<file path="config.mk">
export PLATFORM = sky130hd
export DESIGN_NAME = router_input_queue
export DESIGN_NICKNAME = d
export VERILOG_FILES = /design/src/rtl/router_input_queue_pkg.sv /design/src/rtl/router_input_queue_flit_fifo.sv /design/src/rtl/router_input_queue.sv
export SDC_FILE = /design/constraint.sdc
export NUM_CORES = 1
export LEC_CHECK = 0
export ABC_AREA = 1
export CELL_PAD_IN_SITES_DETAIL_PLACEMENT = 0
export CELL_PAD_IN_SITES_GLOBAL_PLACEMENT = 1
export CORE_MARGIN = 2
export CORE_UTILIZATION = 40
export DETAILED_ROUTE_END_ITERATION = 12
export GPL_ROUTABILITY_DRIVEN = 1
export GPL_TIMING_DRIVEN = 0
export PLACE_DENSITY = 0.71
export SYNTH_ARGS = -nofsm -noshare
export SYNTH_HDL_FRONTEND = slang
export SYNTH_SLANG_ARGS = --single-unit
</file>
<file path="constraint.sdc">
create_clock -name clk -period 3.5 [get_ports clk]
set_input_delay 0.525 -clock clk [delete_from_list [all_inputs] [get_ports clk]]
set_output_delay 0.525 -clock clk [all_outputs]
set_load 0.05 [all_outputs]
</file>
<file path="src/rtl/router_input_queue_pkg.sv">
// Shared channel geometry, FSM state types and flit helpers for the router input queue.
// Channel width and the header-flag position are fixed here for the whole router slice.
package router_input_queue_pkg;

    localparam int CHANNEL_WIDTH          = 32;
    localparam int HEADER_BIT             = CHANNEL_WIDTH - 1;
    localparam int PACKET_FLITS_DEFAULT   = 5;
    localparam int BUFFER_PACKETS_DEFAULT = 2;

    typedef enum logic [0:0] {
        CAP_IDLE = 1'b0,
        CAP_BODY = 1'b1
    } cap_state_e;

    typedef enum logic [1:0] {
        OUT_IDLE   = 2'd0,
        OUT_REQ    = 2'd1,
        OUT_STREAM = 2'd2
    } out_state_e;

    function automatic logic is_header(input logic [CHANNEL_WIDTH-1:0] flit);
        return flit[HEADER_BIT];
    endfunction

endpackage

</file>
<file path="src/rtl/router_input_queue_flit_fifo.sv">
// First-word fall-through flit FIFO with arbitrary (non power-of-two) depth.
// A write while full is accepted only when a read frees a slot in the same cycle.
module flit_fifo #(
    parameter int WIDTH = 32,
    parameter int DEPTH = 10
) (
    input  logic             clk,
    input  logic             reset,
    input  logic             wr_en,
    input  logic [WIDTH-1:0] din,
    input  logic             rd_en,
    output logic             full,
    output logic             empty,
    output logic [WIDTH-1:0] dout
);

    localparam int AW = (DEPTH > 1) ? $clog2(DEPTH) : 1;
    localparam int CW = $clog2(DEPTH + 1);

    logic [WIDTH-1:0] mem_r [DEPTH];
    logic [AW-1:0]    wr_ptr_r;
    logic [AW-1:0]    rd_ptr_r;
    logic [CW-1:0]    count_r;
    logic             wr_ok_s;
    logic             rd_ok_s;

    function automatic logic [AW-1:0] ptr_inc(input logic [AW-1:0] ptr);
        return (ptr == AW'(DEPTH - 1)) ? AW'(0) : ptr + AW'(1);
    endfunction

    assign rd_ok_s = rd_en && (count_r != CW'(0));
    assign wr_ok_s = wr_en && ((count_r != CW'(DEPTH)) || rd_ok_s);

    // Storage array; payload needs no reset
    always_ff @(posedge clk) begin
        if (wr_ok_s) begin
            mem_r[wr_ptr_r] <= din;
        end
    end

    // Pointers and occupancy
    always_ff @(posedge clk) begin
        if (!reset) begin
            wr_ptr_r <= AW'(0);
            rd_ptr_r <= AW'(0);
            count_r  <= CW'(0);
        end else begin
            if (wr_ok_s) begin
                wr_ptr_r <= ptr_inc(wr_ptr_r);
            end
            if (rd_ok_s) begin
                rd_ptr_r <= ptr_inc(rd_ptr_r);
            end
            case ({wr_ok_s, rd_ok_s})
                2'b10:   count_r <= count_r + CW'(1);
                2'b01:   count_r <= count_r - CW'(1);
                default: count_r <= count_r;
            endcase
        end
    end

    assign full  = (count_r == CW'(DEPTH));
    assign empty = (count_r == CW'(0));
    assign dout  = mem_r[rd_ptr_r];

endmodule

</file>
<file path="src/rtl/router_input_queue.sv">
// Store-and-forward router input port: captures whole packets, requests the arbiter, streams on grant.
// Optional status outputs (occupancy, sticky overflow) are built when ROUTER_INPUT_QUEUE_STATUS_EN is defined.
module router_input_queue
    import router_input_queue_pkg::*;
#(
    parameter int BUFFER_PACKETS = BUFFER_PACKETS_DEFAULT,
    parameter int PACKET_FLITS   = PACKET_FLITS_DEFAULT
) (
    input  logic                     clk,
    input  logic                     reset,
    input  logic [CHANNEL_WIDTH-1:0] input_channel_din,
    output logic                     credit_out_dout,
    output logic                     request_valid_dout,
    output logic [CHANNEL_WIDTH-1:0] header_flit_dout,
    input  logic                     grant_din,
    output logic                     flit_valid_dout,
    output logic [CHANNEL_WIDTH-1:0] flit_dout
`ifdef ROUTER_INPUT_QUEUE_STATUS_EN
    ,
    output logic [$clog2(BUFFER_PACKETS+1)-1:0] occupancy_dout,
    output logic                                overflow_error_dout
`endif
);

    localparam int DEPTH = BUFFER_PACKETS * PACKET_FLITS;
    localparam int FW    = (PACKET_FLITS > 1) ? $clog2(PACKET_FLITS) : 1;
    localparam int CW    = $clog2(BUFFER_PACKETS + 1);
    localparam logic [FW-1:0] LAST_FLIT = FW'(PACKET_FLITS - 1);

    cap_state_e         cap_state_r, cap_next_s;
    out_state_e         out_state_r, out_next_s;
    logic [FW-1:0]      fcnt_r, fcnt_next_s;
    logic [FW-1:0]      scnt_r, scnt_next_s;
    logic [CW-1:0]      pkt_count_r;
    logic               cap_write_s, pkt_done_s, pkt_inc_s;
    logic               request_valid_s, flit_valid_s, credit_s;
    logic               fifo_wr_s, rd_en_s, fifo_full_s, fifo_empty_s;
    logic [CHANNEL_WIDTH-1:0] fifo_head_s;

    flit_fifo #(.WIDTH(CHANNEL_WIDTH), .DEPTH(DEPTH)) u_fifo (
        .clk   (clk),
        .reset (reset),
        .wr_en (fifo_wr_s),
        .din   (input_channel_din),
        .rd_en (rd_en_s),
        .full  (fifo_full_s),
        .empty (fifo_empty_s),
        .dout  (fifo_head_s)
    );

    // Capture FSM and stream FSM state registers
    always_ff @(posedge clk) begin
        if (!reset) begin
            cap_state_r <= CAP_IDLE;
            fcnt_r      <= FW'(0);
            out_state_r <= OUT_IDLE;
            scnt_r      <= FW'(0);
        end else begin
            cap_state_r <= cap_next_s;
            fcnt_r      <= fcnt_next_s;
            out_state_r <= out_next_s;
            scnt_r      <= scnt_next_s;
        end
    end

    // Capture next-state: header opens a packet, body flits are taken blindly
    always_comb begin
        cap_write_s = 1'b0;
        pkt_done_s  = 1'b0;
        cap_next_s  = cap_state_r;
        fcnt_next_s = fcnt_r;
        case (cap_state_r)
            CAP_IDLE: begin
                if (is_header(input_channel_din)) begin
                    cap_write_s = 1'b1;
                    fcnt_next_s = FW'(1);
                    cap_next_s  = CAP_BODY;
                end else begin
                    fcnt_next_s = FW'(0);
                end
            end
            CAP_BODY: begin
                cap_write_s = 1'b1;
                if (fcnt_r == LAST_FLIT) begin
                    pkt_done_s  = 1'b1;
                    fcnt_next_s = FW'(0);
                    cap_next_s  = CAP_IDLE;
                end else begin
                    fcnt_next_s = fcnt_r + FW'(1);
                end
            end
            default: begin
                fcnt_next_s = FW'(0);
                cap_next_s  = CAP_IDLE;
            end
        endcase
    end

    // Stream next-state; a packet completing this cycle already counts as waiting
    always_comb begin
        out_next_s  = out_state_r;
        scnt_next_s = scnt_r;
        case (out_state_r)
            OUT_IDLE: begin
                if ((pkt_count_r != CW'(0)) || pkt_done_s) begin
                    out_next_s = OUT_REQ;
                end else begin
                    out_next_s = OUT_IDLE;
                end
                scnt_next_s = FW'(0);
            end
            OUT_REQ: begin
                if (grant_din) begin
                    out_next_s = OUT_STREAM;
                end else begin
                    out_next_s = OUT_REQ;
                end
                scnt_next_s = FW'(0);
            end
            OUT_STREAM: begin
                if (scnt_r == LAST_FLIT) begin
                    scnt_next_s = FW'(0);
                    if ((pkt_count_r > CW'(1)) || pkt_done_s) begin
                        out_next_s = OUT_REQ;
                    end else begin
                        out_next_s = OUT_IDLE;
                    end
                end else begin
                    scnt_next_s = scnt_r + FW'(1);
                end
            end
            default: begin
                out_next_s  = OUT_IDLE;
                scnt_next_s = FW'(0);
            end
        endcase
    end

    // Stream outputs decoded from registered state only
    always_comb begin
        request_valid_s = 1'b0;
        flit_valid_s    = 1'b0;
        credit_s        = 1'b0;
        case (out_state_r)
            OUT_REQ:    request_valid_s = 1'b1;
            OUT_STREAM: begin
                flit_valid_s = 1'b1;
                credit_s     = (scnt_r == LAST_FLIT);
            end
            default: begin
                request_valid_s = 1'b0;
            end
        endcase
    end

    assign rd_en_s   = flit_valid_s && !fifo_empty_s;
    assign fifo_wr_s = cap_write_s && (!fifo_full_s || rd_en_s);
    // An overflowed packet never becomes a stored packet, so the count saturates
    assign pkt_inc_s = pkt_done_s && ((pkt_count_r != CW'(BUFFER_PACKETS)) || credit_s);

    // Complete-packet count: simultaneous complete and drain cancel out
    always_ff @(posedge clk) begin
        if (!reset) begin
            pkt_count_r <= CW'(0);
        end else if (pkt_inc_s && !credit_s) begin
            pkt_count_r <= pkt_count_r + CW'(1);
        end else if (!pkt_inc_s && credit_s) begin
            pkt_count_r <= pkt_count_r - CW'(1);
        end else begin
            pkt_count_r <= pkt_count_r;
        end
    end

    assign credit_out_dout    = credit_s;
    assign request_valid_dout = request_valid_s;
    assign header_flit_dout   = request_valid_s ? fifo_head_s : '0;
    assign flit_valid_dout    = flit_valid_s;
    assign flit_dout          = flit_valid_s ? fifo_head_s : '0;

`ifdef ROUTER_INPUT_QUEUE_STATUS_EN
    logic overflow_error_r;
    logic drop_s;

    assign drop_s = cap_write_s && fifo_full_s && !rd_en_s;

    // Sticky record of any flit lost to an upstream credit violation
    always_ff @(posedge clk) begin
        if (!reset) begin
            overflow_error_r <= 1'b0;
        end else if (drop_s) begin
            overflow_error_r <= 1'b1;
        end else begin
            overflow_error_r <= overflow_error_r;
        end
    end

    assign occupancy_dout      = pkt_count_r;
    assign overflow_error_dout = overflow_error_r;
`endif

endmodule

</file>
==> Yosys cells after proc, flatten, opt, wreduce, memory -nomap -nowiden <==
Memory sizes are Yosys's and may differ from the RTL's. A register that Yosys moved wholly into a read port is not among the register bits.
Cells that the tools add are included.
{ "totals": {"ff_bits": 23, "ramBits": 320, "in_bits": 35, "out_inout_bits": 67, "wordCells": 84, "n_memories": 1} }
{ "classes": {"add_sub_neg": 8, "n_lt_le_gt_ge": 1, "eq_ne": 12, "n_mux": 28, "bitwise_logic": 3, "reduce_logical": 23} }
{ "mem_list": {"columns": ["name", "words", "width", "read_ports", "rd_clocked_by_memory_dff", "write_ports", "line_no", "rtl"], "rows": [
  ["u_fifo.mem_r", 10, 32, 1, 1, 1, "router_input_queue_flit_fifo.sv:20", "logic [WIDTH-1:0] mem_r [DEPTH];"]
]} }
{ "ops": {"columns": ["op", "count"], "rows": [
  ["2-to-1 mux 32 bit", 2],
  ["2-to-1 mux 4 bit", 4],
  ["adder 4 x 1 -> 4 bit (second input constant)", 3],
  ["equality test 4 bit (second input constant)", 3],
  ["2-to-1 mux 1 bit", 12],
  ["2-to-1 mux 2 bit", 4],
  ["case mux 4 bit (2 select lines)", 1],
  ["logical AND 1 bit", 7],
  ["adder 3 x 1 -> 3 bit (second input constant)", 2],
  ["equality test 3 bit (second input constant)", 2],
  ["case mux 2 bit (3 select lines)", 1],
  ["case mux 3 bit (2 select lines)", 1],
  ["nonzero test 2 bit", 3],
  ["logical OR 1 bit", 5],
  ["equality test 2 x 1 -> 1 bit (second input constant)", 2],
  ["equality test 2 bit (second input constant)", 2],
  ["logical NOT 1 bit", 4],
  ["logical NOT 4 bit", 1],
  ["inequality test 2 bit (second input constant)", 2],
  ["inequality test 4 bit (second input constant)", 1],
  ["case mux 1 bit (2 select lines)", 2],
  ["nonzero test 4 bit", 1],
  ["subtractor 4 x 1 -> 4 bit (second input constant)", 1],
  ["2-to-1 mux 3 bit", 1],
  ["6 further kinds", 8]
]} }

==> Longest topological paths before layout <==
Gate-level depths: netlist (run 1).
{ "depth": {"depth_word": 8, "depth_mapped": 15, "depth_no_buf": 15} }

==> Hierarchy <==
A second synthesis (run 1) with hierarchy kept.
{ "unflattened": {"hier_cells": 1229, "area_unflattened_um2": 14814.2} }
{ "by_module_without_submodules": {"columns": ["module", "instances", "cells_each", "area_per_inst_um2", "seq_area_each_um2"], "rows": [
  ["flit_fifo", 1, 1052, 13815.8, 9929.5],
  ["router_input_queue", 1, 177, 998.5, 220.2]
]} }

==> Least setup slack after synthesis (run 1) <==
OpenSTA, ideal clock, no wires.
{ "synth_timing": {"path_type": "reg2reg", "from": "register out_state_r[0]", "to": "memory u_fifo.mem_r[2][0] (enable)", "setup_time_ns": 0.421, "arrival_ns": 2.604, "required_ns": 3.079, "path_slack_ns": 0.475, "stages_incl_launch_ff": 10, "path_buffers": 0, "period_less_slack_ns": 3.025, "cell_sequence": "dfxtp_1 inv_1 nand2_2 inv_2 nand2_1 nand2_2 nand2_2 inv_2 nand3_1 nor2_1"} }
{ "synth_between": {"elab_chain_cells": 8, "word_cells_on_any_way": 10, "classes_between": "eq/ne: 1; mux: 3; reduce/logical: 6"} }
{ "synth_rtl": {"columns": ["element", "line_no", "rtl"], "rows": [
  ["start: declaration", "router_input_queue.sv:31", "out_state_e out_state_r, out_next_s;"],
  ["start signal: assignment", "router_input_queue.sv:61", "out_state_r <= out_next_s;"],
  ["equality test 2 bit *", "router_input_queue.sv:144", "case (out_state_r)"],
  ["2-to-1 mux 1 bit *", "router_input_queue.sv:144", null],
  ["via flit_valid_dout", "router_input_queue.sv:16", "output logic flit_valid_dout,"],
  ["logical AND 1 bit *", "router_input_queue.sv:156", "assign rd_en_s = flit_valid_s && !fifo_empty_s;"],
  ["logical OR 1 bit or logical AND 1 bit (tied branches)", "router_input_queue.sv:157, router_input_queue_flit_fifo.sv:31", null],
  ["logical AND 1 bit or logical OR 1 bit (tied branches)", "router_input_queue.sv:157, router_input_queue_flit_fifo.sv:32", null],
  ["logical AND 1 bit *", "router_input_queue_flit_fifo.sv:32", "assign wr_ok_s = wr_en && ((count_r != CW'(DEPTH)) || rd_ok_s);"],
  ["2-to-1 mux 1 bit *", "router_input_queue_flit_fifo.sv:36", "if (wr_ok_s) begin"],
  ["2-to-1 mux 1 bit (not written as such) *", "router_input_queue_flit_fifo.sv:37", "mem_r[wr_ptr_r] <= din;"],
  ["end: declaration", "router_input_queue_flit_fifo.sv:20", null]
]} }
The timed path passes the listed nets; every way through them passes the cells marked *.

==> summary.txt, run 1 <==
Run status
  • Status: finished clean

Global routing
  • Vias in the first global route: 10.1k
  • Initial antenna violation count: 0
  • M2 GR Usage: 33.2%
  • Grt peak-use layer: met2
  • GR Layer Usage met1: 28.4%
  • Gr ovfl total: 0
  • Gr usage total: 20.3%
  • First-pass GRT wire length: 59000 um
  • Global routing usage on met3: 2.49%
  • Largest net degree at the start of global routing: 20

Power
  • P_sw: 1910 uW
  • Peak VDD IR: 0.000260 V
  • P_int: 7310 uW
  • Share of power burned in registers: 50.9%
  • Power Dens Cells: 504 nW/um^2
  • Power Total: 9220 uW
  • Switch share: 20.7%
  • Leak: 0.00843 uW
  • Clock Power Share: 44.7%
  • Combinational group share of total power: 4.4%

Synthesis
  • Synth Cell Area: 14900 sq um
  • Async SR Flop Fraction: 0%
  • Number of synthesized flops with an enable pin: 320
  • Post-synthesis cell type count: 24
  • Synth top area cells: edfxtp_1 64%, nand2_1 8.8%, nand3_1 7.0%, inv_1 5.6%, dfxtp_1 3.6%
  • Synth top area share: 64.3%
  • Avg Inst Size Synth: 10.3 sq um
  • Yosys reg bits: 347
  • Post-Syn Nets: 1496
  • Seq/Total Area, Yosys: 67.9%
  • Number of warnings issued by yosys: 0
  • Dominant cell type by area after synthesis: edfxtp_1
  • Top FF cell, synth: edfxtp_1
  • Post-Synthesis Cells: 1450

Placed design
  • DP Wirelength: 25400 um
  • GP Congestion: 0.732
  • Number of port buffers: 101

Detailed routing
  • 1st-iter DRT viols: 649
  • DR pass1 iterations: 5
  • Routed Antenna Nets: 0
  • Post-Route WL: 38600 um
  • Drt drc: 0
  • Vias per cell: 4.92
  • Via Count: 10.3k
  • WL/cell: 18.4 um

Critical path
  • Worst Path Buf+Inv: 5
  • Worst path cell trace: buf_6 > inv_4 > buf_6 > buf_2 > nand2_1 > nand3_1 > nand3_1 > nand3_1 > a21oi_1 > dlygate4sd2_1
  • Setup CP Type: flop to output pin
  • Largest stage delay, worst path: 0.55 ns
  • Crit path max-delay family: buffers and inverters
  • WP data required: 2.97 ns
  • Critical Path Source Type: flop
  • WP data arrival: 2.73 ns
  • Reg2reg path depth: 10
  • CP Capture Type: output pin
  • Cell count along the critical path: 10
  • Crit-path max FO: 10
  • CP most frequent cell: nand3_1
  • Slowest-stage cell, CP: dlygate4sd2_1

Timing
  • Worst Clk Skew: 0.0134 ns
  • Peak Freq: 307 MHz
  • Pin slew with the least headroom to its limit: 0.818 ns
  • Min cycle time layout: 3.25 ns
  • Final Hold Fails: 0
  • Hold WS: 0.445 ns
  • Max-slew headroom: 45.5%
  • # setup viols final: 0
  • Unrepaired setup endpoints after global routing: false
  • Final Max Tran Viols: 0
  • Period Utilization, post-route: 92.9%

Final layout
  • Fill count: 3288
  • Fin nets: 1647
  • Antenna cell count: 0
  • Layout Utilization: 49.9%
  • Ratio of cells with drive above 1 in the final layout: 8.59%
  • Syn-to-layout area delta: 22.5%

Die
  • Die area: 38900 sq um
  • Die width: 197 um
  • IO Pins: 102
  • Row count: 70
  • Core outline area: 36700 sq um
  • Starting Density: 40.7%
  • Chip Height: 197 um

Clock tree
  • Clock latency on the worst-skew pair: 0.52 ns
  • Clock root buffer: clkbuf_16
  • CTS tree: built
  • Num CTS Buffers: 38
  • Max Root-Sink Buffers: 3
  • Htree depth: 2
  • Hold buffers post-CTS: 0
  • Sink Count: 347
  • Clock transition at path regs: 0.06 ns

Worst hold path
  • Worst Hold Depth: 1
  • HP Class: flop to flop

Flow run
  • Max_cap viols: 0
## cell usage after synthesis, types with 5 or more instances
cell type	instances
ha_1	11
o21ai_0	41
a21oi_1	78
buf_1	8
dfxtp_1	27
clkbuf_1	23
nand2_1	352
nand3_1	210
buf_2	31
edfxtp_1	320
buf_6	5
nor2_1	98
inv_1	224
## metal layers
| metal | vias up | wire length, um |
|---|---|---|
| met2 | 263 | 18000 |
| li1 | 5081 | - |
| met5 | - | 0 |
| met3 | 68 | 1850 |
| met1 | 4911 | 17800 |
| met4 | 0 | 967 |
## final timing paths
| check | from | endpoint | slack, ns |
|---|---|---|---|
| hold reg to reg | scnt_r[0] | scnt_r[0] | 0.45 |
| setup / recovery | flop | flit_dout[29] | 0.25 |
| hold / removal | scnt_r[0] | scnt_r[0] | 0.45 |
| setup reg to reg | out_state_r[0] | u_fifo.mem_r[3][17] | 0.85 |
## sequential cells by signal (all words and copies together) (netlist names), named ones only
register         count
u_fifo.count_r       4
cap_state_r          1
u_fifo.wr_ptr_r      4
fcnt_r               3
scnt_r               3
pkt_count_r          2
u_fifo.mem_r       320
out_state_r          2
u_fifo.rd_ptr_r      4
## cell usage in the layout (no fill, tap or decap), types with 6 or more instances in the layout
cell type | netlist | routed
clkbuf_2 | 0 | 10
nor2_4 | 0 | 10
nand2_1 | 352 | 352
clkbuf_16 | 0 | 41
nand3_1 | 210 | 210
inv_1 | 224 | 224
dlymetal6s2s_1 | 0 | 56
buf_2 | 31 | 33
clkbuf_1 | 23 | 17
ha_1 | 11 | 11
dlygate4sd2_1 | 0 | 8
clkinv_2 | 0 | 11
buf_16 | 0 | 6
clkdlybuf4s50_1 | 0 | 37
a21oi_1 | 78 | 78
o21ai_0 | 41 | 41
nor2_1 | 98 | 88
dfxtp_1 | 27 | 27
edfxtp_1 | 320 | 320
buf_1 | 8 | 6
## layout make-up
type / count / area, sq um / area share, %
sequential: 347 / 10100 / 55.5
multi-input combinational: 805 / 3660 / 20.0
timing repair buffer: 111 / 1390 / 7.58
clock buffer: 46 / 1050 / 5.76
inverter: 229 / 862 / 4.71
tap: 468 / 586 / 3.20
buffer: 69 / 358 / 1.96
clock inverter: 22 / 241 / 1.32
## kinds of logic after synthesis
group                    after synthesis  share of synthesized area, %
AND/OR/NAND/NOR                      667                          18.6
flip-flops                           347                          67.9
buffers and inverters                298                          8.06
AO/OA/AOI/OAI                        120                          4.04
adder cells (fa/ha/maj)               11                         0.921
XOR/XNOR                               7                         0.410
## worst reg2reg max path, cell delays in order, from the launching register on
cell and delay [ns]:
dfxtp_1 0.30, inv_1 0.09, nand2_2 0.19, inv_2 0.17
nand2_1 0.14, nand2_2 0.14, nand2_2 0.16, inv_2 0.13
nand3_1 0.19, nor2_4 0.54, buf_12 0.27
## stage by stage
| step | cells | worst slack (ns) | cell area [sq um] | TNS (ns) |
|---|---|---|---|---|
| global route | 2097 | 0.122 | 18300 | 0 |
| global placement | 2019 | -1.79 | 16500 | -509.44 |
| floorplan | 1450 | 0.475 | 14900 | 0 |
| detailed placement | 2029 | 0.170 | 16900 | 0 |
| finish | 2097 | 0.247 | 18300 | 0 |
| CTS | 2097 | 0.00993 | 18200 | 0 |
## power by group through the flow
stage	registers, uW	clock network [uW]	logic [uW]
after detailed placement	4780	0	407
final	4690	4120	404
after CTS	4690	4180	409
after global routing	4700	4330	453
after floorplan	4780	0	194
after global placement	4790	0	361
## timing repair
action | 4_1_cts | 5_1_grt
buffers inserted | 0 | 0
setup endpoints to repair | 60 | 56
gates resized for setup | 16 | 64
(Power assumes the default switching activity.)
==> run 2, diff against run 1 <==
--- a/config.mk
+++ b/config.mk
@@ -6,6 +6,7 @@
 export NUM_CORES = 1
 export LEC_CHECK = 0
 export ABC_AREA = 1
+export CAP_MARGIN = 20
 export CELL_PAD_IN_SITES_DETAIL_PLACEMENT = 0
 export CELL_PAD_IN_SITES_GLOBAL_PLACEMENT = 1
 export CORE_MARGIN = 2
==> run 2 against run 1 <==
Combinational power hardly changed. Sequential cell count stayed put. Sequential power hardly changed. Wire length is 0.22% lower. Non-clock buffer count stayed put. Highest routed layer unchanged. Critical path type unchanged. Core utilization hardly changed. Clock-buffer cell count stayed put. Critical path depth is 3 lower. First-iteration DRC count is 5.1% higher. Global-route usage is 0.14 points lower. Clock power hardly changed. Largest power group unchanged.
==> summary.txt, run 2 (synthesis results as in run 1) <==
Run status
  • Status: finished clean

Clock tree
  • Sink Count: 347
  • Clock transition at path regs: 0.06 ns
  • Clock latency on the worst-skew pair: 0.52 ns
  • Hold buffers post-CTS: 0
  • Num CTS Buffers: 38
  • Htree depth: 2
  • Clock root buffer: clkbuf_16
  • Max Root-Sink Buffers: 3
  • CTS tree: built

Flow run
  • Max_cap viols: 0

Critical path
  • WP data arrival: 2.85 ns
  • Setup CP Type: flop to output pin
  • CP Capture Type: output pin
  • WP data required: 2.97 ns
  • Crit-path max FO: 10
  • Worst R2R Start: out_state_r[0]
  • Largest stage delay, worst path: 0.74 ns
  • CP most frequent cell: nand3_1
  • Worst path cell trace: buf_2 > inv_1 > clkbuf_1 > nand3_1 > nand3_1 > a21oi_1 > clkdlybuf4s50_1
  • Slowest-stage cell, CP: clkdlybuf4s50_1
  • Critical Path Source Type: flop

Timing
  • # setup viols final: 0
  • Peak Freq: 297 MHz
  • Hold WS: 0.446 ns
  • Post-route worst setup slack: 0.128 ns
  • Pin slew with the least headroom to its limit: 0.803 ns
  • Final Max Tran Viols: 0
  • Min cycle time layout: 3.37 ns
  • Final Hold Fails: 0
  • Unrepaired setup endpoints after global routing: false
  • Max-slew headroom: 46.5%
  • Period Utilization, post-route: 96.3%
  • Worst Clk Skew: 0.00912 ns

Power
  • Combinational group share of total power: 4.4%
  • P_sw: 1900 uW
  • Power Dens Cells: 503 nW/um^2
  • Share of power burned in registers: 51.0%
  • Peak VDD IR: 0.000320 V
  • Leak: 0.00841 uW
  • Clock Power Share: 44.6%
  • Switch share: 20.7%
  • P_int: 7300 uW

Final layout
  • Largest Register: u_fifo.mem_r
  • Fin nets: 1647
  • Antenna cell count: 0
  • Max FFs per register: 320
  • Fill count: 3289
  • Commonest non-fill, non-tap cell in the layout: nand2_1
  • Ratio of cells with drive above 1 in the final layout: 8.29%
  • Final instance area: 18300 sq um
  • Commonest non-fill, non-tap cells in the layout: 352 x nand2_1, 320 x edfxtp_1, 224 x inv_1
  • Layout Utilization: 49.9%
  • Syn-to-layout area delta: 22.4%

Detailed routing
  • Routed Antenna Nets: 0
  • Via Count: 10.3k
  • DR pass1 iterations: 5
  • 1st-iter DRT viols: 682
  • Drt drc: 0
  • Post-Route WL: 38500 um
  • WL/cell: 18.4 um
  • Vias per cell: 4.93

Global routing
  • Gr ovfl total: 0
  • Vias in the first global route: 10.1k
  • Largest net degree at the start of global routing: 20
  • Initial antenna violation count: 0
  • Gr usage total: 20.1%
  • First-pass GRT wire length: 58500 um

Die
  • IO Pins: 102
  • Die width: 197 um
  • Chip Height: 197 um
  • Row count: 70
  • Die area: 38900 sq um
  • Starting Density: 40.7%
  • Core outline area: 36700 sq um

Placed design
  • Number of port buffers: 101
  • Cell Area, Placed: 16900 sq um
  • DP Wirelength: 25400 um
  • GP Congestion: 0.732
  • Post-placement setup slack: 0.184 ns

Worst hold path
  • HP Class: flop to flop
  • Min-delay src: scnt_r[0]
run 2: changes by cell type in the layout (fill, tap and decap cells not counted), sizes merged:
cell	delta
dlygate4sd2	-3
clkdlybuf4s50	+3
inv	+4
clkinvlp	-1
clkinv	-3
run 2: worst paths after layout:
| kind | to | slack [ns] | cells past startpoint |
|---|---|---|---|
| max | header_flit_dout[4] | 0.13 | 7 |
| min | scnt_r[0] | 0.45 | 1 |
| max reg2reg | u_fifo.mem_r[3][13] | 0.90 | 10 |
| min reg2reg | scnt_r[0] | 0.45 | 1 |
run 2: power groups by stage:
stage	clock [uW]	sequential, uW	combinational [uW]
4_1_cts	4170	4690	409
3_3_place_gp	0	4790	361
3_5_place_dp	0	4780	407
6_report	4100	4690	402
2_1_floorplan	0	4780	194
5_1_grt	4320	4700	453
run 2: layout make-up:
class	instances	area [sq um]	share of cell area [%]
clock inverter	22	245	1.34
sequential	347	10100	55.5
inverter	229	862	4.71
multi-input combinational	805	3660	20.0
clock buffer	46	1040	5.71
tap	468	586	3.20
timing repair buffer	111	1390	7.60
buffer	69	355	1.94
run 2: worst max-delay path, delay by kind of cell, from the launching register on:
kind | cells | cell delay (ns)
buf+inv | 4 | 1.66
flops | 1 | 0.30
simple gates | 2 | 0.28
compound gates | 1 | 0.08
run 2: metrics by stage:
stage	instances	TNS [ns]	power [uW]
3_5_place_dp	2029	0	5190
5_1_grt	2097	0	9480
4_1_cts	2097	0	9270
3_3_place_gp	2019	-509.44	5150
6_report	2097	0	9200
2_1_floorplan	1450	0	4970
run 2: timing repair:
action | 4_1_cts | 5_1_grt
setup endpoints to repair | 44 | 59
cloned | 0 | 0
setup buffers | 0 | 0
resized for setup | 12 | 62
hold endpoints to repair | 0 | 0
run 2: per-layer routing:
layer | track usage [%] | up-vias | part of all wire [%]
met5 | 0 | - | 0
met4 | 5.93 | 0 | 2.6
met3 | 2.77 | 64 | 5.2
met2 | 32.8 | 298 | 46
met1 | 28.1 | 4902 | 46
li1 | - | 5078 | -
==> run 3, diff against run 2 <==
--- a/config.mk
+++ b/config.mk
@@ -9,6 +9,7 @@
 export CAP_MARGIN = 20
 export CELL_PAD_IN_SITES_DETAIL_PLACEMENT = 0
 export CELL_PAD_IN_SITES_GLOBAL_PLACEMENT = 1
+export CORE_ASPECT_RATIO = 0.5
 export CORE_MARGIN = 2
 export CORE_UTILIZATION = 40
 export DETAILED_ROUTE_END_ITERATION = 12
==> run 3 against run 2 <==
Global-route usage increased by 0.56 points. Final area decreased by 1.4%. Non-clock buffer count unchanged. Wire length increased by 4.2%. Worst setup slack got worse by 0.030 ns. Clock-buffer cell count decreased by 4. Sequential power about the same. Combinational power about the same. Final cell count increased by 0.29%. First-iteration DRC count increased by 59%. Clock power decreased by 15%. Critical path type unchanged. Critical endpoint is now header_flit_dout[24]. Highest routed layer unchanged.
==> summary.txt, run 3 (synthesis results as in run 1) <==
Clock tree
  • Num CTS Buffers: 34
  • Htree depth: 2
  • Hold buffers post-CTS: 0
  • Post-CTS Setup Inserts: 0
  • Sink Count: 347
  • Clock latency on the worst-skew pair: 0.52 ns
  • CTS tree: built
  • Max Root-Sink Buffers: 3
  • Clock root buffer: clkbuf_16
  • Clock transition at path regs: 0.06 ns

Timing
  • Min cycle time layout: 3.40 ns
  • Peak Freq: 294 MHz
  • Period Utilization, post-route: 97.2%
  • Max-slew headroom: 40.3%
  • Pin slew with the least headroom to its limit: 0.895 ns
  • Worst Clk Skew: 0.0179 ns
  • Fin Setup TNS: 0 ns
  • Post-route worst setup slack: 0.0982 ns
  • Unrepaired setup endpoints after global routing: false
  • # setup viols final: 0
  • Final Max Tran Viols: 0
  • Final Hold Fails: 0

Detailed routing
  • Routed Antenna Nets: 0
  • Drt drc: 0
  • Post-Route WL: 40100 um
  • Vias per cell: 5.02
  • Via Count: 10.6k
  • WL/cell: 19.1 um
  • 1st-iter DRT viols: 1083
  • DR pass1 iterations: 5

Critical path
  • Worst R2R Start: out_state_r[0]
  • Setup CP Type: flop to output pin
  • Crit-path max FO: 10
  • Worst r2r dst: u_fifo.mem_r[7][18]
  • Reg2reg path depth: 10
  • Critical Path Source Type: flop
  • CP Capture Type: output pin
  • WP data arrival: 2.88 ns
  • WP data required: 2.97 ns
  • R2R setup slack: 0.82 ns

Global routing
  • Gr usage total: 20.7%
  • Initial antenna violation count: 0
  • Gr ovfl total: 0
  • Vias in the first global route: 10.1k
  • Largest net degree at the start of global routing: 25
  • First-pass GRT wire length: 60600 um

Worst hold path
  • Worst Hold Depth: 1
  • Min-delay src: scnt_r[0]
  • HP Class: flop to flop
  • Hold Path End: scnt_r[0]

Power
  • Leak: 0.00806 uW
  • Power Total: 8590 uW
  • Peak VDD IR: 0.000299 V
  • Power Dens Cells: 476 nW/um^2

Placed design
  • GP Congestion: 0.799
  • DP Wirelength: 26800 um
  • Post-placement setup slack: 0.0956 ns
  • Number of port buffers: 101

Flow run
  • Max_cap viols: 0

Die
  • Starting Density: 41.1%
  • Die area: 39000 sq um
  • Row count: 49
  • Core outline area: 36400 sq um
  • Chip Height: 141 um
  • Die width: 277 um
  • IO Pins: 102

Final layout
  • Antenna cell count: 0
  • Fin nets: 1643
  • Syn-to-layout area delta: 20.7%
  • Commonest non-fill, non-tap cells in the layout: 352 x nand2_1, 320 x edfxtp_1, 224 x inv_1
  • Fill count: 3313
  • Max FFs per register: 320
  • Ratio of cells with drive above 1 in the final layout: 7.97%
  • Layout Utilization: 49.6%
  • Commonest non-fill, non-tap cell in the layout: nand2_1
  • Largest Register: u_fifo.mem_r

Run status
  • Status: finished clean
run 3: cell count changes in the layout (fill, tap and decap cells not counted), moves of 4 or more:
cell	change
clkdlybuf4s50_1	+13
bufinv_16	-4
dlymetal6s2s_1	-12
buf_1	-5
clkbuf_16	-5
run 3: per-stage QoR:
step,hold WS (ns),instances,instance area [sq um]
6_report,0.447,2103,18000
3_5_place_dp,0.437,2045,16900
5_1_grt,0.480,2103,18000
2_1_floorplan,0.417,1450,14900
4_1_cts,0.451,2103,17900
3_3_place_gp,0.428,2035,16600
run 3: layer usage:
| metal | wire length (um) | global-route usage [%] | up-vias |
|---|---|---|---|
| met5 | 0 | 0 | - |
| met4 | 678 | 5.35 | 0 |
| met3 | 2620 | 3.38 | 47 |
| met2 | 18200 | 32.4 | 338 |
| met1 | 18600 | 30.0 | 5098 |
| li1 | - | - | 5075 |
run 3: repair_timing:
action                     4_1_cts  5_1_grt
setup endpoints to repair       51       57
gates resized for setup         14       54
gates cloned                     0        0
run 3: power breakdown:
part / internal [uW] / leakage, uW / switching [uW]
logic: 132 / 0.00442 / 271
clock network: 1950 / 0.000511 / 1540
registers: 4660 / 0.00313 / 33.6
run 3: worst max path at each step:
stage	cells past startpoint	end	start
3_3_place_gp	7	u_fifo.mem_r[3][20]	input_channel_din[31]
4_1_cts	5	flit_dout[6]	flop
5_1_grt	8	flit_dout[3]	flop
6_report	7	header_flit_dout[24]	flop
2_1_floorplan	9	u_fifo.mem_r[2][0]	out_state_r[0]
3_5_place_dp	8	u_fifo.mem_r[7][19]	input_channel_din[31]
run 3: area by class of cell:
type	count	area, sq um	share of cell area (%)
sequential	347	10100	56.3
multi-input combinational	805	3660	20.3
timing repair buffer	111	1360	7.55
clock buffer	42	923	5.12
inverter	229	862	4.78
tap	484	606	3.36
buffer	69	363	2.01
clock inverter	16	103	0.569
run 3: critical path, cell delays in order (launching register included):
cell	delay (ns)
dfxtp_1	0.35
buf_2	0.31
buf_2	0.35
nand3_1	0.12
nand3_1	0.12
nand3_1	0.13
a21oi_1	0.15
clkdlybuf4s50_1	0.83
